`src/rtl/memoria_dados.sv`:
```
// Data memory with a request/acknowledge handshake, a configurable number of wait
// cycles, byte/half/word accesses with sign or zero extension, and access-fault detection.
module memoria_dados #(
    parameter int DEPTH_LOG2 = 6,
    parameter int LATENCIA   = 2
) (
    input  logic        clk,
    input  logic        rst,
    input  logic        req,
    input  logic        we,
    input  logic [2:0]  funct3,
    input  logic [31:0] addr,
    input  logic [31:0] wdata,
    output logic [31:0] rdata,
    output logic        ack,
    output logic        err,
    output logic        busy
);

    localparam int WORDS = 1 << DEPTH_LOG2;
    localparam logic [2:0] LAST = 3'((LATENCIA > 0) ? LATENCIA - 1 : 0);

    typedef enum logic [1:0] {IDLE, WAIT, RESP} state_t;

    state_t      state;
    logic [2:0]  cnt;
    logic        we_q;
    logic [2:0]  f3_q;
    logic [31:0] addr_q;
    logic [31:0] wdata_q;

    logic [31:0] mem [WORDS];

    logic                  go_resp;
    logic                  a_we;
    logic [2:0]            a_f3;
    logic [31:0]           a_addr;
    logic [31:0]           a_wdata;
    logic [DEPTH_LOG2-1:0] idx;
    logic [1:0]            lane;
    logic                  fault;
    logic [31:0]           word;
    logic [31:0]           lane_word;
    logic [31:0]           load_val;
    logic [3:0]            be;
    logic [31:0]           wdata_sh;

    // With zero latency the accept edge is also the access edge, so the live inputs
    // (which are being latched on that same edge) stand in for the latched fields.
    always_comb begin
        go_resp = 1'b0;
        if (state == IDLE)
            go_resp = req && (LATENCIA == 0);
        else if (state == WAIT)
            go_resp = (cnt == LAST);

        a_we    = (state == IDLE) ? we     : we_q;
        a_f3    = (state == IDLE) ? funct3 : f3_q;
        a_addr  = (state == IDLE) ? addr   : addr_q;
        a_wdata = (state == IDLE) ? wdata  : wdata_q;

        idx  = a_addr[DEPTH_LOG2+1:2];
        lane = a_addr[1:0];

        case (a_f3)
            3'b000, 3'b100: fault = 1'b0;
            3'b001, 3'b101: fault = a_addr[0];
            3'b010:         fault = |a_addr[1:0];
            default:        fault = 1'b1;
        endcase
        if ((a_addr >> (DEPTH_LOG2 + 2)) != 32'd0)
            fault = 1'b1;
        if (a_we && a_f3[2])
            fault = 1'b1;

        word      = mem[idx];
        lane_word = word >> {lane, 3'b000};
        case (a_f3[1:0])
            2'b00:   load_val = a_f3[2] ? {24'd0, lane_word[7:0]}
                                        : {{24{lane_word[7]}}, lane_word[7:0]};
            2'b01:   load_val = a_f3[2] ? {16'd0, lane_word[15:0]}
                                        : {{16{lane_word[15]}}, lane_word[15:0]};
            default: load_val = lane_word;
        endcase

        case (a_f3[1:0])
            2'b00: begin
                be       = 4'b0001 << lane;
                wdata_sh = {4{a_wdata[7:0]}};
            end
            2'b01: begin
                be       = 4'b0011 << {lane[1], 1'b0};
                wdata_sh = {2{a_wdata[15:0]}};
            end
            default: begin
                be       = 4'b1111;
                wdata_sh = a_wdata;
            end
        endcase
    end

    // Storage is deliberately outside the reset domain so contents survive a reset.
    always_ff @(posedge clk) begin
        if (!rst && go_resp && a_we && !fault) begin
            for (int b = 0; b < 4; b++) begin
                if (be[b])
                    mem[idx][8*b +: 8] <= wdata_sh[8*b +: 8];
            end
        end
    end

    always_ff @(posedge clk or posedge rst) begin
        if (rst) begin
            state   <= IDLE;
            cnt     <= 3'd0;
            ack     <= 1'b0;
            err     <= 1'b0;
            busy    <= 1'b0;
            rdata   <= 32'd0;
            we_q    <= 1'b0;
            f3_q    <= 3'd0;
            addr_q  <= 32'd0;
            wdata_q <= 32'd0;
        end else begin
            case (state)
                IDLE: begin
                    if (req) begin
                        we_q    <= we;
                        f3_q    <= funct3;
                        addr_q  <= addr;
                        wdata_q <= wdata;
                        cnt     <= 3'd0;
                        busy    <= 1'b1;
                        state   <= WAIT;
                    end
                end
                WAIT: cnt <= cnt + 3'd1;
                RESP: begin
                    state <= IDLE;
                    ack   <= 1'b0;
                    err   <= 1'b0;
                    busy  <= 1'b0;
                end
                default: state <= IDLE;
            endcase
            if (go_resp) begin
                state <= RESP;
                ack   <= 1'b1;
                err   <= fault;
                rdata <= (fault || a_we) ? 32'd0 : load_val;
            end
        end
    end

endmodule

```
`config.mk`:
```
export PLATFORM = sky130hd
export DESIGN_NAME = memoria_dados
export DESIGN_NICKNAME = d
export VERILOG_FILES = /design/src/rtl/memoria_dados.sv
export SDC_FILE = /design/constraint.sdc
export NUM_CORES = 2
export LEC_CHECK = 0
export BUFFER_PORTS_ARGS = -buffer_cell sky130_fd_sc_hd__buf_2
export CAP_MARGIN = 20
export CORE_MARGIN = 10
export CORE_UTILIZATION = 45
export DETAILED_ROUTE_END_ITERATION = 8
export MAX_ROUTING_LAYER = met4
export PLACE_DENSITY = 0.62
export SLEW_MARGIN = 5
export SYNTH_ARGS = -nofsm -noshare
export SYNTH_HDL_FRONTEND = slang
export SYNTH_SLANG_ARGS = --single-unit
```
`constraint.sdc`:
```
create_clock -name clk -period 6.3 [get_ports clk]
set_clock_uncertainty 0.2 [all_clocks]
set_input_delay 1.26 -clock clk [delete_from_list [all_inputs] [get_ports clk]]
set_output_delay 1.26 -clock clk [all_outputs]
set_load 0.02 [all_outputs]
```
Word-level counts from Yosys, hierarchy flattened. Memory sizes are Yosys's and may differ from the RTL's. Index checks and enable logic that the tools add are counted.

Memory bits (writable): 2048. Memories kept: 1. Flip-flop bits (word level): 108. Bits of input ports: 71. Output and inout bits: 35.

Memory list: mem (depth 64, width 32, rd ports 1, clocked after Yosys merged registers in 0, write ports 1, RTL line 32) `logic [31:0] mem [WORDS];`.

Add/sub/neg operators: 1. Shifts and indexed selects: 3. Equality and inequality tests: 11. Reduce and logical (&&, ||, !) cells: 21. Muxes and demuxes: 37.

Operators with widths (count): $mux 32 (5); $pmux 32 s2 (2); $reduce_bool 32->1 (1); $shr 32x5->32 (1); $mux 1 (21); $pmux 4 s2 (1); $reduce_and 2->1 (4); $eq 3x1->1 const B (2); $eq 3x3->1 const B (2); $mux 3 (2); $pmux 3 s2 (1); $reduce_bool 2->1 (3); $reduce_or 2->1 (3); $eq 2x1->1 const B (2); $logic_and 1x1->1 (4); $logic_not 2->1 (2); $mux 2 (2); $ne 2x2->1 const B (2); $pmux 2 s2 (1); $shl 1x2->4 const A (1); $shl 2x2->4 const A (1); $add 3x1->3 const B (1); $eq 3x2->1 const B (1); $logic_not 3->1 (1); other kinds (6) (7).

Depth between registers and ports, before layout.
Depth in word-level cells: 11. Gate-level depth with buffers: 16.

Worst setup path after synthesis. Ideal clock, no wire load.

Path type: input to register. From: in rst. To: mem mem[52][0] (enable). Path slack: 0.708 ns. Arrival: 5.008 ns. Library setup time: 0.383 ns. Data required time: 5.717 ns. Cell stages on the path: 6. Path through: inv_1 nand3b_1 o21bai_1 buf_2 buf_2 nor3_1.

Longest elaborated chain between the ends: 6.

RTL lines: start: declaration (RTL line 8) `input logic rst,`; $logic_not 1->1 (no source line); $logic_and 1x1->1 (3 in a row) (RTL line 104) `if (!rst && go_resp && a_we && !fault) begin`; $mux 1 (RTL line 104); $mux 1 (not written as such) (RTL line 107) `mem[idx][8*b +: 8] <= wdata_sh[8*b +: 8];`; end: declaration (RTL line 32).

Every way passes these cells.

Final worst setup path.
From: reg state[0]. To: reg rdata[16].

Longest elaborated chain between the ends: 9. Elaborated cells between the ends (all ways): 29. Those cells by class: 6 x eq/ne; 1 x shift; 12 x mux; 9 x reduce/logical; 1 x memory.

RTL lines: start: declaration (RTL line 25) `state_t state;`; start signal: assignment (RTL line 114) `state <= IDLE;`; start signal: assignment (RTL line 134) `state <= WAIT;`; start signal: assignment (RTL line 139) `state <= IDLE;`; parallel branches: the longest is 9 deep, another holds $mem_v2 64x32; end signal: assignment (RTL line 150) `rdata <= (fault || a_we) ? 32'd0 : load_val;`; end: declaration (RTL line 14) `output logic [31:0] rdata,`.

Several ways; the timed one is not identified. A chain may end at the register's enable or synchronous reset.

==> report_table.html <==
<table>
<tr><th>Metric</th><th>Value</th></tr>
<tr><th colspan="2">Setup path</th></tr>
<tr><td>Number of cells on the worst reg-to-reg path</td><td>14</td></tr>
<tr><td>Data arrival at the endpoint of the critical path</td><td>6.67 ns</td></tr>
<tr><td>Startpoint of the worst register-to-register path</td><td>state[0]</td></tr>
<tr><td>Req. time, crit path</td><td>6.87 ns</td></tr>
<tr><td>Worst Path Class, Setup</td><td>reg -&gt; reg</td></tr>
<tr><td>Highest net fanout along the worst path</td><td>43</td></tr>
<tr><td>Timing startpoint of the critical path</td><td>state[0]</td></tr>
<tr><td>Worst r2r dst</td><td>rdata[16]</td></tr>
<tr><td>Reg2reg setup slack</td><td>0.20 ns</td></tr>
<tr><td>Crit start category</td><td>register</td></tr>
<tr><td>Type of destination of the critical path</td><td>register</td></tr>
<tr><th colspan="2">Global routing</th></tr>
<tr><td>Maximum number of pins on one net before global-route repair</td><td>94</td></tr>
<tr><td>Leftover overflow at the end of global routing</td><td>0</td></tr>
<tr><td>Number of global-route vias before repair</td><td>53,100</td></tr>
<tr><td>Wire length of the first global-routing pass</td><td>404,000 um</td></tr>
<tr><td>Global routing usage summed across all routing layers</td><td>0.281</td></tr>
<tr><td>Antenna violations before repair</td><td>21</td></tr>
<tr><th colspan="2">Drt</th></tr>
<tr><td>1st-iter DRT viols</td><td>9,354</td></tr>
<tr><td>DR DRC count</td><td>2</td></tr>
<tr><td>Length of the first detailed-routing pass in iterations</td><td>9</td></tr>
<tr><td>Wire per inst</td><td>34.0 um</td></tr>
<tr><td>Detailed-route vias per instance</td><td>6.63</td></tr>
<tr><td>Final Routed Wirelength</td><td>286,000 um</td></tr>
<tr><td>Post-route ant nets</td><td>0</td></tr>
<tr><td>Via Count</td><td>55,900</td></tr>
<tr><th colspan="2">STA</th></tr>
<tr><td>Relative slew slack</td><td>0.237</td></tr>
<tr><td>Final hold violation count</td><td>0</td></tr>
<tr><td>Final hold slack</td><td>0.306 ns</td></tr>
<tr><td>Maximum frequency from static timing analysis</td><td>0.164 GHz</td></tr>
<tr><td>Final critical delay including setup and external delays</td><td>6.10 ns</td></tr>
<tr><td>Fraction of the cycle the final worst path needs</td><td>0.969</td></tr>
<tr><td>Final-report max-slew violation count</td><td>0</td></tr>
<tr><td>Setup_tns</td><td>0 ns</td></tr>
<tr><td>Setup-failing EPs final</td><td>0</td></tr>
<tr><td>Slew at the pin closest to its max-slew limit</td><td>1.14 ns</td></tr>
<tr><td>Unrepaired setup endpoints after global routing</td><td>no</td></tr>
<tr><th colspan="2">Finish</th></tr>
<tr><td>Number of nets in the finished design</td><td>5,849</td></tr>
<tr><td>Area growth from synthesis to layout</td><td>16.7%</td></tr>
<tr><td>Number of cells in the finished layout apart from fillers</td><td>8,433</td></tr>
<tr><td>Total area of multi-input combinational cells</td><td>17,500 sq um</td></tr>
<tr><td>Register cell area after layout</td><td>64,200 sq um</td></tr>
<tr><td>Count of fill cells added during filler insertion</td><td>14,700</td></tr>
<tr><td>Fraction of layout instances using a drive strength above 1</td><td>0.199</td></tr>
<tr><th colspan="2">Floorplanning</th></tr>
<tr><td>Site Rows</td><td>157</td></tr>
<tr><td>Placeable core region</td><td>184,000 sq um</td></tr>
<tr><td>I/O pin count</td><td>106</td></tr>
<tr><td>Die area</td><td>203,000 sq um</td></tr>
<tr><td>Chip Width</td><td>450 um</td></tr>
<tr><td>Die Height</td><td>450 um</td></tr>
<tr><td>Initial Utilization</td><td>0.454</td></tr>
<tr><th colspan="2">Status</th></tr>
<tr><td>Outcome</td><td>complete, but fails checks</td></tr>
<tr><td>Failing checks</td><td>design-rule violations</td></tr>
<tr><th colspan="2">Yosys</th></tr>
<tr><td>Syn avg cell area</td><td>15.7 sq um</td></tr>
<tr><td>Sequential share of the synthesized area</td><td>0.770</td></tr>
<tr><td>Synth cell count leaders</td><td>2,048 x edfxtp_1, 771 x o22ai_1, 311 x nand2_1</td></tr>
<tr><td>Share of the synthesized area in the top cell type</td><td>0.738</td></tr>
<tr><td>Cell with the most instances after synthesis</td><td>edfxtp_1</td></tr>
<tr><td>Number of cells produced by synthesis</td><td>5,295</td></tr>
<tr><td>Cell taking the most area after synthesis</td><td>edfxtp_1</td></tr>
<tr><td>Cell area after synthesis</td><td>83,400 sq um</td></tr>
<tr><td>Primary flip-flop cell chosen by synthesis mapping</td><td>edfxtp_1</td></tr>
<tr><td>Syn. warnings</td><td>0</td></tr>
<tr><td>Number of flops mapped to enable cells by yosys</td><td>2,048</td></tr>
<tr><td>Post-synthesis net count</td><td>5,368</td></tr>
<tr><td>Seq cells post-synth</td><td>2,156</td></tr>
<tr><td>Unique cell type count in the Yosys netlist</td><td>92</td></tr>
<tr><td>Async set-or-reset flop fraction in the synthesized netlist</td><td>0.0501</td></tr>
<tr><td>Biggest area contributors in the synthesized netlist</td><td>edfxtp_1 74%, o22ai_1 5.8%, dfrtp_1 3.2%, nor3_1 1.6%, nand2_1 1.4%</td></tr>
<tr><th colspan="2">Clock network</th></tr>
<tr><td>Buffers inserted by post-CTS timing repair</td><td>0</td></tr>
<tr><td>Clk Tree Root Cell</td><td>clkbuf_16</td></tr>
<tr><td>Sink count of the clock tree</td><td>2,156</td></tr>
<tr><td>CTS-repair resized insts</td><td>0</td></tr>
<tr><td>Clock tree from TritonCTS</td><td>built</td></tr>
<tr><td>Total CTS buffers</td><td>209</td></tr>
<tr><td>Number of hold buffers added after cts</td><td>0</td></tr>
<tr><td>Clock latency at the later pin of the worst-skew pair</td><td>0.87 ns</td></tr>
<tr><td>Clock transition at path regs</td><td>0.06 ns</td></tr>
<tr><td>CTS max path bufs</td><td>3</td></tr>
<tr><td>Number of levels in the clock H-tree</td><td>4</td></tr>
<tr><th colspan="2">Hold path</th></tr>
<tr><td>Terminating pin of the worst hold path</td><td>wdata_q[3]</td></tr>
<tr><td>Hold Path Stages</td><td>1</td></tr>
<tr><td>Path type of the worst min-delay path</td><td>reg -&gt; reg</td></tr>
<tr><td>Start point of the worst min-delay path</td><td>wdata_q[3]</td></tr>
<tr><th colspan="2">Placement</th></tr>
<tr><td>Cell Count Post-Placement</td><td>8,020</td></tr>
<tr><td>Routability congestion estimate</td><td>0.941</td></tr>
<tr><td>Estimated wirelength of the detail-placed design</td><td>181,000 um</td></tr>
<tr><td>PortBufs</td><td>105</td></tr>
<tr><th colspan="2">Pwr</th></tr>
<tr><td>Leakage power of the design</td><td>31.9 nW</td></tr>
<tr><td>Pwr per Cell Area</td><td>553 nW/um^2</td></tr>
<tr><td>Worst ir drop on vdd</td><td>697 uV</td></tr>
<tr><th colspan="2">Flow run</th></tr>
<tr><td>Max-cap violation count</td><td>0</td></tr>
</table>
[per-layer routing]
| metal | part of all wire | GRT usage | vias up |
|---|---|---|---|
| met5 | 0 | - | - |
| met3 | 0.13 | 0.0717 | 757 |
| met1 | 0.38 | 0.377 | 28300 |
| li1 | - | - | 22600 |
| met4 | 0.050 | 0.121 | 0 |
| met2 | 0.44 | 0.407 | 4199 |
[kinds of logic after synthesis]
kind of cell | count (synthesis) | share of synthesized area
flops | 2156 | 0.770
buf+inv | 425 | 0.0254
compound gates | 1373 | 0.113
simple gates | 1165 | 0.0693
fa+ha+maj | 2 | 0.000300
mux | 174 | 0.0225
[critical path, stage by stage (launching register included)]
cell	delay, ns
dfrtp_1	0.53
buf_4	0.24
buf_4	0.23
o21a_1	0.42
a22oi_4	0.88
buf_12	0.37
o22ai_1	0.13
or3_1	0.36
nor4_1	0.65
o22ai_1	0.19
nor4_2	0.99
buf_4	0.28
mux2i_1	0.09
o21a_1	0.20
o31ai_2	0.18
[flip-flops by register name (all words and copies together), names as in the netlist]
register	flops
addr_q	32
mem	2048
cnt	3
wdata_q	32
we_q	1
busy	1
state	2
ack	1
err	1
rdata	32
f3_q	3
[report_power, final]
part	internal, mW	leakage (nW)	total, mW	switching [mW]
Sequential	20.0	19.8	20.2	0.246
Combinational	5.21	8.65	20.8	15.6
Clock	7.40	3.42	12.9	5.49
Total	32.6	31.9	53.9	21.3
[cell usage in the layout (no fill, tap or decap), types with 58 or more instances in the layout]
cell / count
a21oi_1: 119
buf_2: 105
buf_4: 527
clkbuf_16: 211
dfrtp_1: 105
edfxtp_1: 2048
mux2_2: 74
mux2i_1: 85
nand2_1: 307
nand3_1: 58
nor2_1: 199
nor3_1: 269
nor4_1: 123
o221ai_1: 58
o22ai_1: 771
[how the worst max path moves through the flow]
stage	to	slack (ns)	cells past startpoint
2_1_floorplan	mem[52][0]	0.71	6
3_3_place_gp	rdata[16]	0.10	14
3_5_place_dp	rdata[16]	0.05	14
4_1_cts	rdata[16]	0.49	14
5_1_grt	rdata[16]	0.14	15
6_report	rdata[16]	0.20	14
[layout make-up]
cell class	instances	area share
Timing Repair Buffer	675	0.0550
Tap cell	2464	0.0317
Antenna cell	15	0.000386
Inverter	20	0.000797
Sequential cell	2156	0.660
Multi-Input combinational cell	2714	0.180
Clock inverter	137	0.0162
Clock buffer	252	0.0559
[through the flow]
stage,util,setup slack (ns),power [mW],cell area (sq um)
after floorplan,-,0.708,30.4,83400
after global placement,0.490,0.101,40.1,90000
after detailed placement,0.490,0.0472,40.4,90100
after CTS,0.529,0.493,53.1,97100
after global routing,0.530,0.140,55.1,97300
final,0.530,0.198,53.9,97300
No activity file was read; power rests on OpenSTA's default activity.
